File: src/rtl/dpwm_pkg.sv
// Shared encodings and reset defaults for the DPWM timebase.
package dpwm_pkg;

  localparam logic MODE_SAW = 1'b0;
  localparam logic MODE_TRI = 1'b1;

  typedef enum logic {
    DIR_UP   = 1'b0,
    DIR_DOWN = 1'b1
  } dir_t;

  localparam int unsigned DEF_PERIOD = 1000;
  localparam int unsigned DEF_STEP   = 50;

endpackage

File: src/rtl/dpwm_compare_ch.sv
// One PWM compare channel: duty shadow/active pair and registered comparator.
module dpwm_compare_ch #(
  parameter int unsigned WIDTH = 10
) (
  input  logic             CLK,
  input  logic             reset,
  input  logic             en,
  input  logic             load_shadow,
  input  logic [WIDTH-1:0] shadow_data,
  input  logic             boundary,
  input  logic [WIDTH-1:0] cuenta,
  output logic             pwm
);

  logic [WIDTH-1:0] shadow_q;
  logic [WIDTH-1:0] active_q;

  // Shadow takes writes any time; active copies the pre-write shadow at the boundary.
  always_ff @(posedge CLK) begin
    if (reset) begin
      shadow_q <= '0;
      active_q <= '0;
      pwm      <= 1'b0;
    end else begin
      if (load_shadow) shadow_q <= shadow_data;
      if (boundary)    active_q <= shadow_q;
      if (en)          pwm      <= (cuenta < active_q);
    end
  end

endmodule

File: src/rtl/dpwm_counter_multi.sv
// Multi-channel DPWM timebase: sawtooth/triangle counter with boundary-buffered config.
module dpwm_counter_multi
  import dpwm_pkg::*;
#(
  parameter int unsigned WIDTH      = 10,
  parameter int unsigned CHANNELS   = 4,
  parameter int unsigned DEF_PERIOD = dpwm_pkg::DEF_PERIOD,
  parameter int unsigned DEF_STEP   = dpwm_pkg::DEF_STEP
) (
  input  logic                CLK,
  input  logic                reset,
  input  logic                en,
  input  logic                mode,
  input  logic [WIDTH-1:0]    period,
  input  logic [WIDTH-1:0]    step,
  input  logic                duty_wr,
  input  logic [((CHANNELS > 1) ? $clog2(CHANNELS) : 1)-1:0] duty_sel,
  input  logic [WIDTH-1:0]    duty_data,
  output logic [WIDTH-1:0]    cuenta,
  output logic [CHANNELS-1:0] pwm_out,
  output logic                wrap
);

  localparam int unsigned SEL_W = (CHANNELS > 1) ? $clog2(CHANNELS) : 1;
  localparam int unsigned AW    = WIDTH + 1;

  logic [WIDTH-1:0] cnt_q, cnt_d;
  logic [WIDTH-1:0] per_q;
  logic [WIDTH-1:0] stp_q;
  logic             mode_q;
  dir_t             dir_q, dir_d;
  logic [AW-1:0]    sum_c;
  logic             bnd_c;

  assign sum_c = {1'b0, cnt_q} + {1'b0, stp_q};

  // Counter next-state and direction FSM.
  always_comb begin
    cnt_d = cnt_q;
    dir_d = dir_q;
    bnd_c = 1'b0;
    if (en) begin
      if (mode_q == MODE_SAW) begin
        if (cnt_q >= per_q) begin
          cnt_d = '0;
          bnd_c = 1'b1;
        end else begin
          cnt_d = sum_c[WIDTH] ? '1 : sum_c[WIDTH-1:0];
        end
      end else if (per_q == '0) begin
        cnt_d = '0;
        bnd_c = 1'b1;
      end else begin
        case (dir_q)
          DIR_UP: begin
            if (sum_c >= {1'b0, per_q}) begin
              cnt_d = per_q;
              dir_d = DIR_DOWN;
            end else begin
              cnt_d = sum_c[WIDTH-1:0];
            end
          end
          default: begin
            if (cnt_q <= stp_q) begin
              cnt_d = '0;
              dir_d = DIR_UP;
              bnd_c = 1'b1;
            end else begin
              cnt_d = cnt_q - stp_q;
            end
          end
        endcase
      end
      if (bnd_c) dir_d = DIR_UP;
    end
  end

  // Counter, direction, active config and wrap pulse registers.
  always_ff @(posedge CLK) begin
    if (reset) begin
      cnt_q  <= '0;
      dir_q  <= DIR_UP;
      per_q  <= WIDTH'(DEF_PERIOD);
      stp_q  <= WIDTH'(DEF_STEP);
      mode_q <= MODE_SAW;
      wrap   <= 1'b0;
    end else begin
      cnt_q <= cnt_d;
      dir_q <= dir_d;
      wrap  <= bnd_c;
      if (bnd_c) begin
        per_q  <= period;
        stp_q  <= step;
        mode_q <= mode;
      end
    end
  end

  assign cuenta = cnt_q;

  for (genvar i = 0; i < CHANNELS; i++) begin : g_ch
    dpwm_compare_ch #(.WIDTH(WIDTH)) u_ch (
      .CLK         (CLK),
      .reset       (reset),
      .en          (en),
      .load_shadow (duty_wr && (duty_sel == SEL_W'(i))),
      .shadow_data (duty_data),
      .boundary    (bnd_c),
      .cuenta      (cnt_q),
      .pwm         (pwm_out[i])
    );
  end

endmodule

File: config.mk
export PLATFORM = sky130hd
export DESIGN_NAME = dpwm_counter_multi
export DESIGN_NICKNAME = d
export VERILOG_FILES = /design/src/rtl/dpwm_pkg.sv /design/src/rtl/dpwm_compare_ch.sv /design/src/rtl/dpwm_counter_multi.sv
export SDC_FILE = /design/constraint.sdc
export NUM_CORES = 1
export LEC_CHECK = 0
export ABC_AREA = 1
export BUFFER_PORTS_ARGS = -buffer_cell sky130_fd_sc_hd__buf_2
export CELL_PAD_IN_SITES_DETAIL_PLACEMENT = 0
export CELL_PAD_IN_SITES_GLOBAL_PLACEMENT = 1
export CORE_MARGIN = 2
export CORE_UTILIZATION = 42
export DETAILED_ROUTE_END_ITERATION = 12
export PLACE_DENSITY = 0.85
export SYNTH_ARGS = -nofsm -noshare
export SYNTH_HDL_FRONTEND = slang
export SYNTH_SLANG_ARGS = --single-unit
File: constraint.sdc
create_clock -name CLK -period 3.9 [get_ports CLK]
set_input_delay 0.78 -clock CLK [delete_from_list [all_inputs] [get_ports CLK]]
set_output_delay 0.78 -clock CLK [all_outputs]
set_load 0.05 [all_outputs]
**Yosys cells after proc, flatten, opt, wreduce, memory -nomap -nowiden**

Cells that the tools add are included.

- $lt $le $gt $ge: 7
- Add/sub/neg operators: 2
- Muxes and demuxes: 20
- Reduce and logical (&&, ||, !) cells: 8
- Equality and inequality tests: 4

Operator list:

| cell | number |
|---|---|
| $mux W10 | 7 |
| $lt A10 B10 Y1 | 4 |
| $mux W1 | 13 |
| $add A10 B10 Y11 | 1 |
| $ge A11 B10 Y1 | 1 |
| $ge A10 B10 Y1 | 1 |
| $le A10 B10 Y1 | 1 |
| $logic_not A10 Y1 | 1 |
| $sub A10 B10 Y10 | 1 |
| $eq A2 B2 Y1 const B | 2 |
| $logic_and A1 B1 Y1 | 4 |
| $reduce_and A3 Y1 | 1 |
| $eq A2 B1 Y1 const B | 1 |
| $logic_not A2 Y1 | 1 |
| $ne A2 B1 Y1 const B | 1 |
| $reduce_bool A2 Y1 | 1 |

- Word-level logic and storage cells: 59
- Flip-flop bits (word level): 117
- Output and inout bits: 15

**Longest topological paths before layout**

- Word-level depth: 8
- Mapped depth: 23

**Hierarchy**

A second synthesis with hierarchy kept.

- Cells, all modules: 969
- Area total of the unflattened synthesis: 7168.1 µm²

Modules (own cells, without submodules):

| module | area an instance (µm²) | cells an instance | instances |
|---|---|---|---|
| dpwm_compare_ch | 1009.7 | 127 | 4 |
| dpwm_counter_multi | 3129.3 | 461 | 1 |

**Worst setup path before layout**

No wires, ideal clock.

- Path type: register to register
- From: reg cnt_q[1], in the netlist cuenta[1]
- To: reg cnt_q[1], in the netlist cuenta[1]
- Path buffers: 0
- Data arrival time: 3.094 ns
- Clock period less this slack: 3.216 ns
- Setup slack: 0.684 ns
- Required time: 3.778 ns
- Stages on the path, launching flop included: 21
- Cell sequence: dfxtp_1 > inv_1 > fa_1 > inv_1 > nand2_1 > nand3_1 > xor2_1 > inv_1 > ha_1 > nand2_1 > nand2_1 > a21oi_1 > nand2_1 > nand2_1 > nand2_1 > nand2_1 > nand2_2 > nor2_2 > nand2_1 > nand3_1 > a21oi_1

- Cells in the longest elaborated chain, start to end: 6
- Elaborated cells between the ends (all ways): 12

RTL lines:

| what | line | RTL |
|---|---|---|
| start: declaration | dpwm_counter_multi.sv:27 | `logic [WIDTH-1:0] cnt_q, cnt_d;` |
| start signal: assignment | dpwm_counter_multi.sv:88 | `cnt_q <= cnt_d;` |
| $add A10 B10 Y11 | dpwm_counter_multi.sv:35 | `assign sum_c = {1'b0, cnt_q} + {1'b0, stp_q};` |
| $ge A11 B10 Y1 | dpwm_counter_multi.sv:56 | `if (sum_c >= {1'b0, per_q}) begin` |
| $mux W10 | dpwm_counter_multi.sv:56 |  |
| $mux W10 | dpwm_counter_multi.sv:54 | `case (dir_q)` |
| $mux W10 | dpwm_counter_multi.sv:50 | `end else if (per_q == '0) begin` |
| $mux W10 (*) | dpwm_counter_multi.sv:43 | `if (mode_q == MODE_SAW) begin` |

Every way passes the cells marked *; elsewhere a longest branch is shown, timed or not.
A chain may end at the register's enable or synchronous reset.

**Worst setup path in the final report**

- From: reg cnt_q[0], in the netlist cuenta[0]
- To: reg cnt_q[2], in the netlist cuenta[2]

The elaborated chain is that of the path after synthesis.

==> impl_results.md <==
* Initial Util at about 42%
* Required time of the worst setup path at 4210 ps
* CTS Sinks at 117
* Hold Fails Final Rpt at 0
* Utilization after layout at 48.8%
* ANT nets after route at 0
* Kind of critical path: reg2reg
* Area contributors post-synth: dfxtp_1, ha_1, nand2_1, inv_1, nor2_1
* Synthesized area at 6970 um2
* Setup_tns at 0 ps
* Total track usage at 23.4%
* Post-synthesis net count at around 1100
* Leakage at 3.77 nW
* Fill cells at 1653
* Setup Buffers After CTS at 0
* Hold buffers post-CTS at 0
* Root Driver: clkbuf_16
* Port Buffers at 51
* Crit-path cells: ha_1 -> inv_1 -> fa_1 -> inv_1 -> nand2_1 -> nand3_1 -> xor2_1 -> inv_1 -> ha_1 -> nand2_1 -> nand2_1 -> a21oi_1 -> nand2_1 -> nand2_1 -> nand2_1 -> nand2_1 -> nand2_2 -> nor2_2 -> nand2_1 -> nand3_1 -> a21oi_1
* Per-cell routed wire length at 15.9 um
* Critical Path Start Type: flop
* Die Span Y at 133 um
* Longest Clk Path Bufs at 2
* Cts bufs inserted at 17
* Commonest non-fill, non-tap cell in the layout: nand2_1
* Pwr dens at 440 nW/um2
* Max_slew headroom at 49.0%
* Yosys warns at 0
* Clock slew at reported path FFs at 60 ps
* Initial antenna violation count at 0
* Top-area cell type share of the netlist area at 33.6%
* RD Place Congestion at 0.956
* Core area at 16400 um2
* HP Class: reg2reg
* Syn Inst Count at just under 1000
* CP max-delay cell: fa_1
* Pin count of the biggest net entering global routing at 55
* Post-Route WL at about 20 mm
* CTS tree: yes
* Syn avg cell area at 7.22 um2
* DR pass1 iterations at 5
* Die width at approximately 130 um
* # IOs at 52
* Post-synth cell types at 33
* Area grow syn2layout at 14.9%
* RSZ-0062 raised after global routing: no
* First-pass GRT wire length at 32.0 mm
* Final Critical Period at 3370 ps
* Fin nets at 1124
* DP Wirelength at 14.1 mm
* Area leader, netlist: dfxtp_1
* Run status: finished, final reports clean
* Critical Path Max Stage Delay at 390 ps
* CP arrival at 3680 ps
* Final Max Slew Viols at 0
* Seq cells post-synth at 117
* Final setup viols at 0
* Fraction of layout cells with a size suffix above 1 at 14.0%
* Maximum VDD drop at about 0.4 mV
* Most used cell along the critical path: nand2_1
* Worst-skew pair later-pin latency at approximately 420 ps
* CTS-repair resized insts at 0
* Final setup skew at 9.75 ps
* Residual DRC at 0
* Avg Vias per Cell at 5.14
* Number of diodes at 0
* Rows at 47
* Seq/Total Area, Yosys at between 30 and 40%
* Final cycle utilization of the critical path at 86.4%
* Vias at 6384
* Worst slew pin tran at about 760 ps
* Initial DRC Count at 473
* Most frequent cells in the layout: nand2_1, dfxtp_1, inv_1
* GRT overflow at 0
* Die area at 17600 um2
* Vias in the first global route at 6107
* H-tree levels at 4
* Critical path endpoint category: flop
* F_max at 0.297 GHz
* MaxCap Viol Count at 0
* Max FO, Critical Path at 13
[area by class of cell]
| class | instances | area, um2 | area share [%] |
|---|---|---|---|
| repair buffers | 65 | 360 | 4.50 |
| well taps | 220 | 275 | 3.44 |
| flip-flops and latches | 117 | 2340 | 29.2 |
| multi-input cells | 685 | 3920 | 49.0 |
| clock inverters | 13 | 196 | 2.45 |
| clock buffers | 19 | 453 | 5.65 |
| inverters | 123 | 462 | 5.76 |
[layer usage]
| layer | share of wire (%) | track usage, % | routed length (um) | up-vias |
|---|---|---|---|---|
| met5 | 0 | 0 | 0 | - |
| met2 | 45 | 36.8 | 8920 | 211 |
| li1 | - | - | - | 3218 |
| met3 | 5.2 | 4.67 | 1040 | 51 |
| met1 | 45 | 30.5 | 8990 | 2904 |
| met4 | 4.3 | 11.7 | 856 | 0 |
[flip-flops by register name, summed over array words and instances, names as in the netlist]
signal,count
cuenta,10
dir_q,1
g_ch.u_ch.active_q,40
g_ch.u_ch.pwm,4
g_ch.u_ch.shadow_q,40
mode_q,1
per_q,10
stp_q,10
wrap,1
[synthesized netlist by cell type]
master,instances
nand2_1,210
dfxtp_1,117
inv_1,115
nor2_1,101
ha_1,76
a21oi_1,75
o21ai_0,58
nand3_1,54
o21ai_2,30
nand4_1,17
clkbuf_1,15
o21ai_1,13
buf_4,11
xor2_1,10
buf_2,6
buf_6,6
clkinv_1,5
nor2_2,5
o211ai_1,5
o21a_1,5
a21boi_0,4
nand2_2,4
nor3_1,4
o21bai_1,4
inv_2,3
o31ai_1,3
fa_1,2
nand2_4,2
buf_1,1
clkbuf_2,1
nand2_8,1
nor2_8,1
xnor2_1,1
[worst paths after layout]
path,start,endpoint,slack (ps),depth (start not counted)
max,cuenta[0],cuenta[2],530,21
min,g_ch[2].u_ch.shadow_q[0],g_ch[2].u_ch.active_q[0],450,2
max reg2reg,cuenta[0],cuenta[2],530,21
min reg2reg,g_ch[2].u_ch.shadow_q[0],g_ch[2].u_ch.active_q[0],450,2
[stage by stage]
step | hold slack, ps | instance area (um2) | total power [mW] | setup slack (ps) | instances
2_1_floorplan | 414 | 6970 | 1.67 | 684 | 965
3_3_place_gp | 437 | 7360 | 1.83 | 639 | 1210
3_5_place_dp | 440 | 7360 | 1.83 | 615 | 1210
4_1_cts | 451 | 8010 | 3.54 | 567 | 1242
5_1_grt | 469 | 8010 | 3.67 | 174 | 1242
6_report | 451 | 8010 | 3.52 | 530 | 1242
[worst max-delay path, delay by kind of cell (launching register included)]
kind                       cells  cell delay (ps)
adders and majority gates      3              890
AOI/OAI and AO/OA              2              180
xor gates and xnor gates       1              340
and+or+nand+nor               12             1200
DFF                            1              370
buffers and inverters          3              260
[power breakdown]
part / switching (mW) / leakage (nW) / internal, mW
Sequential: 0.0219 / 0.950 / 1.23
Clock: 0.599 / 0.316 / 1.11
Combinational: 0.380 / 2.50 / 0.181
Total: 1.00 / 3.77 / 2.52
[logic make-up (layout without fill, tap and decap cells)]
family          count (synthesis)  count (layout)  synth area share [%]
simple gates                  399             399                  24.1
compound gates                197             197                  16.5
fa+ha+maj                      78              78                  14.2
flops                         117             117                  33.6
xor+xnor                       11              11                  1.38
buf+inv                       163             220                  10.1
Power figures use the tool's default switching activity.
